[config.mk]
export PLATFORM = sky130hd
export DESIGN_NAME = uno_post_norm
export DESIGN_NICKNAME = d
export VERILOG_FILES = /design/src/rtl/uno_post_norm.sv
export SDC_FILE = /design/constraint.sdc
export NUM_CORES = 1
export LEC_CHECK = 0
export CAP_MARGIN = 20
export CORE_ASPECT_RATIO = 0.75
export CORE_UTILIZATION = 35
export CTS_CLUSTER_SIZE = 40
export DETAILED_ROUTE_END_ITERATION = 12
export GPL_TIMING_DRIVEN = 0
export SYNTH_ARGS = -nofsm -noshare
export SYNTH_HDL_FRONTEND = slang
export SYNTH_SLANG_ARGS = --single-unit
export TNS_END_PERCENT = 50
[constraint.sdc]
create_clock -name clk -period 3.8 [get_ports clk]
set_input_delay 0.95 -clock clk [delete_from_list [all_inputs] [get_ports clk]]
set_output_delay 0.95 -clock clk [all_outputs]
set_load 0.03 [all_outputs]
[src/rtl/uno_post_norm.sv]
// Post-normalisation for the PE result path: rounds the accumulator, undoes the mode-dependent
// exponent shift and saturates to MUL_BW. Define UNO_POST_NORM_ROUND_NEAREST_EN for round-half-up.
module uno_post_norm #(
    parameter int INT_BW = 5,
    parameter int FRA_BW = 10,
    parameter int MUL_BW = 16,
    parameter int ACC_BW = 32
) (
    input  logic              clk,
    input  logic              rst,
    input  logic [1:0]        gemm_uno,
    input  logic              in_valid,
    output logic              in_ready,
    input  logic [ACC_BW-1:0] acc_i,
    input  logic [4:0]        shift_i,
    output logic              out_valid,
    input  logic              out_ready,
    output logic [MUL_BW-1:0] out_o,
    output logic              sat_o,
    output logic [7:0]        sat_cnt_o,
    input  logic              sat_clr
);

    localparam int RW = ACC_BW + 1;
    // Wide enough that a 31-bit left shift of the rounded value never loses bits.
    localparam int WW = ACC_BW + 33;

    localparam logic signed [WW-1:0] VMAX = WW'((64'd1 << (MUL_BW - 1)) - 64'd1);
    localparam logic signed [WW-1:0] VMIN = ~VMAX;
    localparam logic [MUL_BW-1:0] OMAX = {1'b0, {(MUL_BW - 1){1'b1}}};
    localparam logic [MUL_BW-1:0] OMIN = {1'b1, {(MUL_BW - 1){1'b0}}};

`ifdef UNO_POST_NORM_ROUND_NEAREST_EN
    localparam logic signed [RW-1:0] RND = RW'(1) << (FRA_BW - 1);
`else
    localparam logic signed [RW-1:0] RND = '0;
`endif

    if (INT_BW + FRA_BW + 1 != MUL_BW) begin : g_cfg_check
        $error("uno_post_norm: MUL_BW must equal INT_BW + FRA_BW + 1");
    end

    logic                     s1_valid_q;
    logic signed [RW-1:0]     s1_r_q;
    logic [4:0]               s1_shift_q;
    logic [1:0]               s1_mode_q;
    logic                     s2_valid_q;
    logic [MUL_BW-1:0]        out_q;
    logic                     sat_q;
    logic [7:0]               sat_cnt_q;

    logic                     s1_adv;
    logic                     s2_adv;
    logic signed [RW-1:0]     acc_ext;
    logic signed [RW-1:0]     sum;
    logic signed [RW-1:0]     r_d;
    logic signed [WW-1:0]     r_wide;
    logic signed [WW-1:0]     v;
    logic [MUL_BW-1:0]        out_d;
    logic                     sat_d;

    assign s2_adv   = !s2_valid_q || out_ready;
    assign s1_adv   = !s1_valid_q || s2_adv;
    assign in_ready = s1_adv;

    assign out_valid = s2_valid_q;
    assign out_o     = out_q;
    assign sat_o     = sat_q;
    assign sat_cnt_o = sat_cnt_q;

    always_comb begin
        acc_ext = {acc_i[ACC_BW-1], acc_i};
        sum     = acc_ext + RND;
        r_d     = sum >>> FRA_BW;
    end

    always_comb begin
        r_wide = {{(WW - RW){s1_r_q[RW-1]}}, s1_r_q};
        v      = r_wide;
        case (s1_mode_q)
            2'b01:   v = r_wide >>> s1_shift_q;
            2'b10:   v = r_wide <<< s1_shift_q;
            default: v = r_wide;
        endcase

        out_d = v[MUL_BW-1:0];
        sat_d = 1'b0;
        if (v > VMAX) begin
            out_d = OMAX;
            sat_d = 1'b1;
        end else if (v < VMIN) begin
            out_d = OMIN;
            sat_d = 1'b1;
        end
    end

    always_ff @(posedge clk) begin
        if (rst) begin
            s1_valid_q <= 1'b0;
            s1_r_q     <= '0;
            s1_shift_q <= '0;
            s1_mode_q  <= '0;
            s2_valid_q <= 1'b0;
            out_q      <= '0;
            sat_q      <= 1'b0;
        end else begin
            if (s1_adv) begin
                s1_valid_q <= in_valid;
                if (in_valid) begin
                    s1_r_q     <= r_d;
                    s1_shift_q <= shift_i;
                    s1_mode_q  <= gemm_uno;
                end
            end
            if (s2_adv) begin
                s2_valid_q <= s1_valid_q;
                if (s1_valid_q) begin
                    out_q <= out_d;
                    sat_q <= sat_d;
                end
            end
        end
    end

    // Clear beats a coincident increment; the count sticks at its maximum.
    always_ff @(posedge clk) begin
        if (rst) begin
            sat_cnt_q <= '0;
        end else if (sat_clr) begin
            sat_cnt_q <= '0;
        end else if (s2_valid_q && out_ready && sat_q && (sat_cnt_q != 8'hFF)) begin
            sat_cnt_q <= sat_cnt_q + 8'd1;
        end
    end

endmodule

==> results.py, run 1 <==
metrics = {
    "outcome": {
        "status": "finished clean",
    },
    "power_and_ir_drop": {
        "p_per_area_nw_per_um2": 277,
        "static-leakage-power_nw": 2.58,
        "vdd_drop_max_uv": 175,
        "total_power_consumption_mw": 2.03,
    },
    "floorplan": {
        "fp.coreArea_um2": 17000,
        "start_util_pct": 36.1,
        "ios": 71,
        "number_of_rows_in_the_core_area": 41,
        "floorplan.die_area_um2": 18100,
        "die_width_um": 155,
        "die-height_um": 117,
    },
    "grt": {
        "via_count_of_the_first_global_routing_pass": 6408,
        "grt_max_degree": 17,
        "total_routing_resource_utilization_after_global_routing_pct": 30.0,
        "grt_antenna_before_repair": 0,
        "grt_overflow_total": 0,
        "wire_length_of_the_first_global_routing_pass_um": 40300,
    },
    "worst_setup_path": {
        "critPathSlowestCell": "clkbuf_1",
        "number_of_buffer_and_inverter_instances_along_the_worst_setup_path": 2,
        "r2r_end": "out_o[9]",
        "r2r_cells": 10,
        "critical-path-top-delay-family": "compound AO/OA/AOI/OAI gates",
        "worst-path-stages": 10,
        "crit-reg2reg-launch": "s1_r_q[20]",
        "worst-r2r-setup-slack_ns": 0.04,
        "critical_path.cell_chain": "clkbuf_1 > mux2i_1 > a211o_1 > a31oi_1 > o22ai_1 > nor4_1 > a41oi_2 > buf_4 > a311oi_1 > o221a_1",
        "worstSetupStartpointType": "register",
        "critical_path_class": "reg -> reg",
        "cp-end-kind": "register",
        "critical_path_peak_fanout": 10,
        "crit_path_max_incr_delay_ns": 0.62,
        "worstPathRequired_ns": 4.04,
        "worstPathArrival_ns": 4.00,
    },
    "worst_hold_path": {
        "hold_sp": "s1_mode_q[0]",
        "min_delay_path_depth": 2,
        "hold_crit_endpoint": "s1_mode_q[0]",
        "holdCritPathClass": "reg -> reg",
    },
    "finish": {
        "layout.nets": 879,
        "multiInputGateArea_um2": 4670,
        "most_frequent_standard_cell_in_the_layout_excluding_fill_and_tap_cells": "nand2_1",
        "fillCellCount": 1768,
        "post_route_cells_drive_above_1_share_pct": 16.0,
        "design_area_um2": 7340,
        "antennaDiodeCount": 0,
        "mostFrequentLayoutCells": "nand2_1 (116), a21oi_1 (66), clkdlybuf4s50_1 (59)",
        "area_delta_synth_final_pct": 19.8,
        "register_area_um2": 1120,
    },
    "placed_design": {
        "gp_routability_congestion": 1.02,
        "io_buffers": 59,
        "pre_cts_slack_ns": -0.308,
        "hpwl_um": 20200,
        "post_dp_cell_area_um2": 7020,
    },
    "synthesis": {
        "seq_area_frac_synth_pct": 18.3,
        "number_of_flops_mapped_to_enable_cells_by_yosys": 0,
        "synth.area.mux_share_pct": 28.7,
        "yosys.cell_types.count": 69,
        "syn-cell-area_um2": 6130,
        "synthXorXnorAreaFrac_pct": 0.714,
        "adder_cell_share_of_the_synthesized_area_pct": 0.612,
        "async_reset_ff_share_pct": 0,
        "synth_top_flop_cell": "dfxtp_1",
        "mapped_nets": 812,
        "synthCells": 765,
        "synth_top_family_by_area": "multiplexers",
        "synthSimpleGateAreaFrac_pct": 19.7,
        "syn_area_per_cell_um2": 8.01,
        "synth-compound-area-share_pct": 24.1,
        "ys.warnings.count": 0,
        "seq_cells_post_synth": 56,
    },
    "sta": {
        "fmaxAchievable_mhz": 266,
        "tightest_slew_ns": 0.789,
        "crit_share_post_route_pct": 98.9,
        "maxSlewHeadroom_pct": 47.4,
        "final-setup-viol-count": 0,
        "hold_ws_ns": 0.483,
        "final.setup.worst_slack_ns": 0.0401,
        "drv_slew": 0,
        "finalWorstPathRequiredPeriod_ns": 3.76,
        "hold_viol": 0,
        "totalNegativeSetupSlack_ns": 0,
        "skew_ns": 0.00825,
    },
    "detailed_routing": {
        "ant_nets": 0,
        "routed_wl_um": 26800,
        "firstDrtPassIters": 5,
        "drtIter0Drc": 838,
        "wl_per_cell_um": 25.0,
        "route.vias.total": 6931,
        "route.detailed.drc": 0,
        "via_density_per_instance": 6.48,
    },
    "clock_tree": {
        "clock_insertion_delay_worst_skew_ns": 0.30,
        "cts-root-to-sink-buffers": 2,
        "cts_hold_buf": 0,
        "tritoncts": "done",
        "cts_htree_levels": 2,
        "tritoncts_buffers": 5,
        "clock_sinks": 56,
        "worst_setup_hold_path_clk_slew_ns": 0.07,
        "cts_root_buffer": "clkbuf_16",
    },
    "flow_run": {
        "maxCapViolations": 0,
    },
}
==> layer usage <==
metal / global-route usage (%) / part of all wire [%] / up-vias
li1: - / - / 3009
met1: 42.9 / 44 / 3297
met2: 42.3 / 39 / 545
met3: 8.91 / 14 / 80
met4: 11.2 / 3.8 / 0
met5: 0 / 0 / -
==> synthesized netlist by cell type, types with 4 or more instances <==
| master | count | area [um^2] |
|---|---|---|
| a211o_1 | 5 | 43.8 |
| a211oi_1 | 8 | 60.1 |
| a21o_1 | 9 | 67.6 |
| a21oi_1 | 67 | 335 |
| a221oi_1 | 4 | 35.0 |
| a22oi_1 | 4 | 30.0 |
| a2bb2oi_1 | 5 | 43.8 |
| a31oi_1 | 8 | 50.1 |
| and2_1 | 7 | 43.8 |
| buf_1 | 8 | 30.0 |
| buf_2 | 16 | 80.1 |
| buf_4 | 11 | 82.6 |
| clkbuf_1 | 51 | 191 |
| dfxtp_1 | 56 | 1120 |
| inv_1 | 13 | 48.8 |
| mux2_2 | 15 | 169 |
| mux2i_1 | 62 | 621 |
| mux4_2 | 41 | 923 |
| nand2_1 | 116 | 435 |
| nand2b_1 | 13 | 81.3 |
| nand3_1 | 23 | 115 |
| nand4_1 | 8 | 50.1 |
| nor2_1 | 48 | 180 |
| nor2b_1 | 10 | 62.6 |
| nor3_1 | 12 | 60.1 |
| o211ai_1 | 7 | 52.6 |
| o21a_1 | 4 | 30.0 |
| o21ai_0 | 30 | 150 |
| o221a_1 | 10 | 113 |
| o221a_2 | 5 | 56.3 |
| o221ai_1 | 6 | 52.6 |
| o22ai_1 | 10 | 62.6 |
| or3_1 | 6 | 37.5 |
| xor2_1 | 4 | 35.0 |
==> where the power goes <==
group | total [mW] | internal [mW] | switching, mW
combinational | 0.859 | 0.326 | 0.533
clock | 0.524 | 0.311 | 0.214
sequential | 0.649 | 0.619 | 0.0299
total | 2.03 | 1.26 | 0.776
==> how the worst max path moves through the flow <==
| stage | from | endpoint | slack [ns] |
|---|---|---|---|
| final | s1_r_q[20] | out_o[9] | 0.04 |
| after CTS | s1_mode_q[0] | out_o[14] | 0.03 |
| after detailed placement | s1_shift_q[1] | out_o[13] | -0.31 |
| after global routing | s1_shift_q[0] | out_o[14] | -0.02 |
| after floorplan | s1_shift_q[1] | out_o[9] | 0.72 |
| after global placement | s1_shift_q[1] | out_o[11] | -0.36 |
==> worst min-delay path: stages (launching register included) <==
cell and delay (ns):
dfxtp_1 0.32, nand2_1 0.06, a21oi_1 0.05
==> sequential cells by signal, indices dropped and copies added (netlist names) <==
signal,cells
s1_shift_q,5
out_o,16
sat_o,1
s1_valid_q,1
out_valid,1
sat_cnt_o,8
s1_r_q,22
s1_mode_q,2
==> cells by family (layout without fill, tap and decap cells) <==
family / Yosys count / in the layout
compound gates: 215 / 215
xor+xnor: 5 / 5
fa+ha+maj: 3 / 3
buf+inv: 105 / 173
flops: 56 / 56
mux: 120 / 120
simple gates: 261 / 261
==> what timing repair did <==
action / CTS / global route
gates resized for setup: 9 / 32
hold endpoints to repair: 0 / 0
pin swaps: 0 / 1
setup buffers: 0 / 1
setup endpoints to repair: 13 / 16
==> stage by stage <==
step	util [%]	std cells
2_1_floorplan	-	765
3_3_place_gp	41.3	1060
3_5_place_dp	41.3	1060
4_1_cts	42.5	1068
5_1_grt	43.3	1069
6_report	43.3	1069
==> final cells by class <==
type | instances | area share (%)
clock buffer | 6 | 1.75
clock inverter | 2 | 0.477
sequential | 56 | 15.3
tap | 236 | 4.02
multi-input combinational | 604 | 63.6
timing repair buffer | 60 | 8.14
buffer | 89 | 5.93
inverter | 16 | 0.818
(Power assumes the default switching activity.)
==> run 2, diff against run 1 <==
--- a/config.mk
+++ b/config.mk
@@ -8,7 +8,7 @@
 export CAP_MARGIN = 20
 export CORE_ASPECT_RATIO = 0.75
 export CORE_UTILIZATION = 35
-export CTS_CLUSTER_SIZE = 40
+export CTS_CLUSTER_SIZE = 8
 export DETAILED_ROUTE_END_ITERATION = 12
 export GPL_TIMING_DRIVEN = 0
 export SYNTH_ARGS = -nofsm -noshare
==> results of run 2 <==
Same layout as run 1: the final DEF is identical, and so are final timing and power.
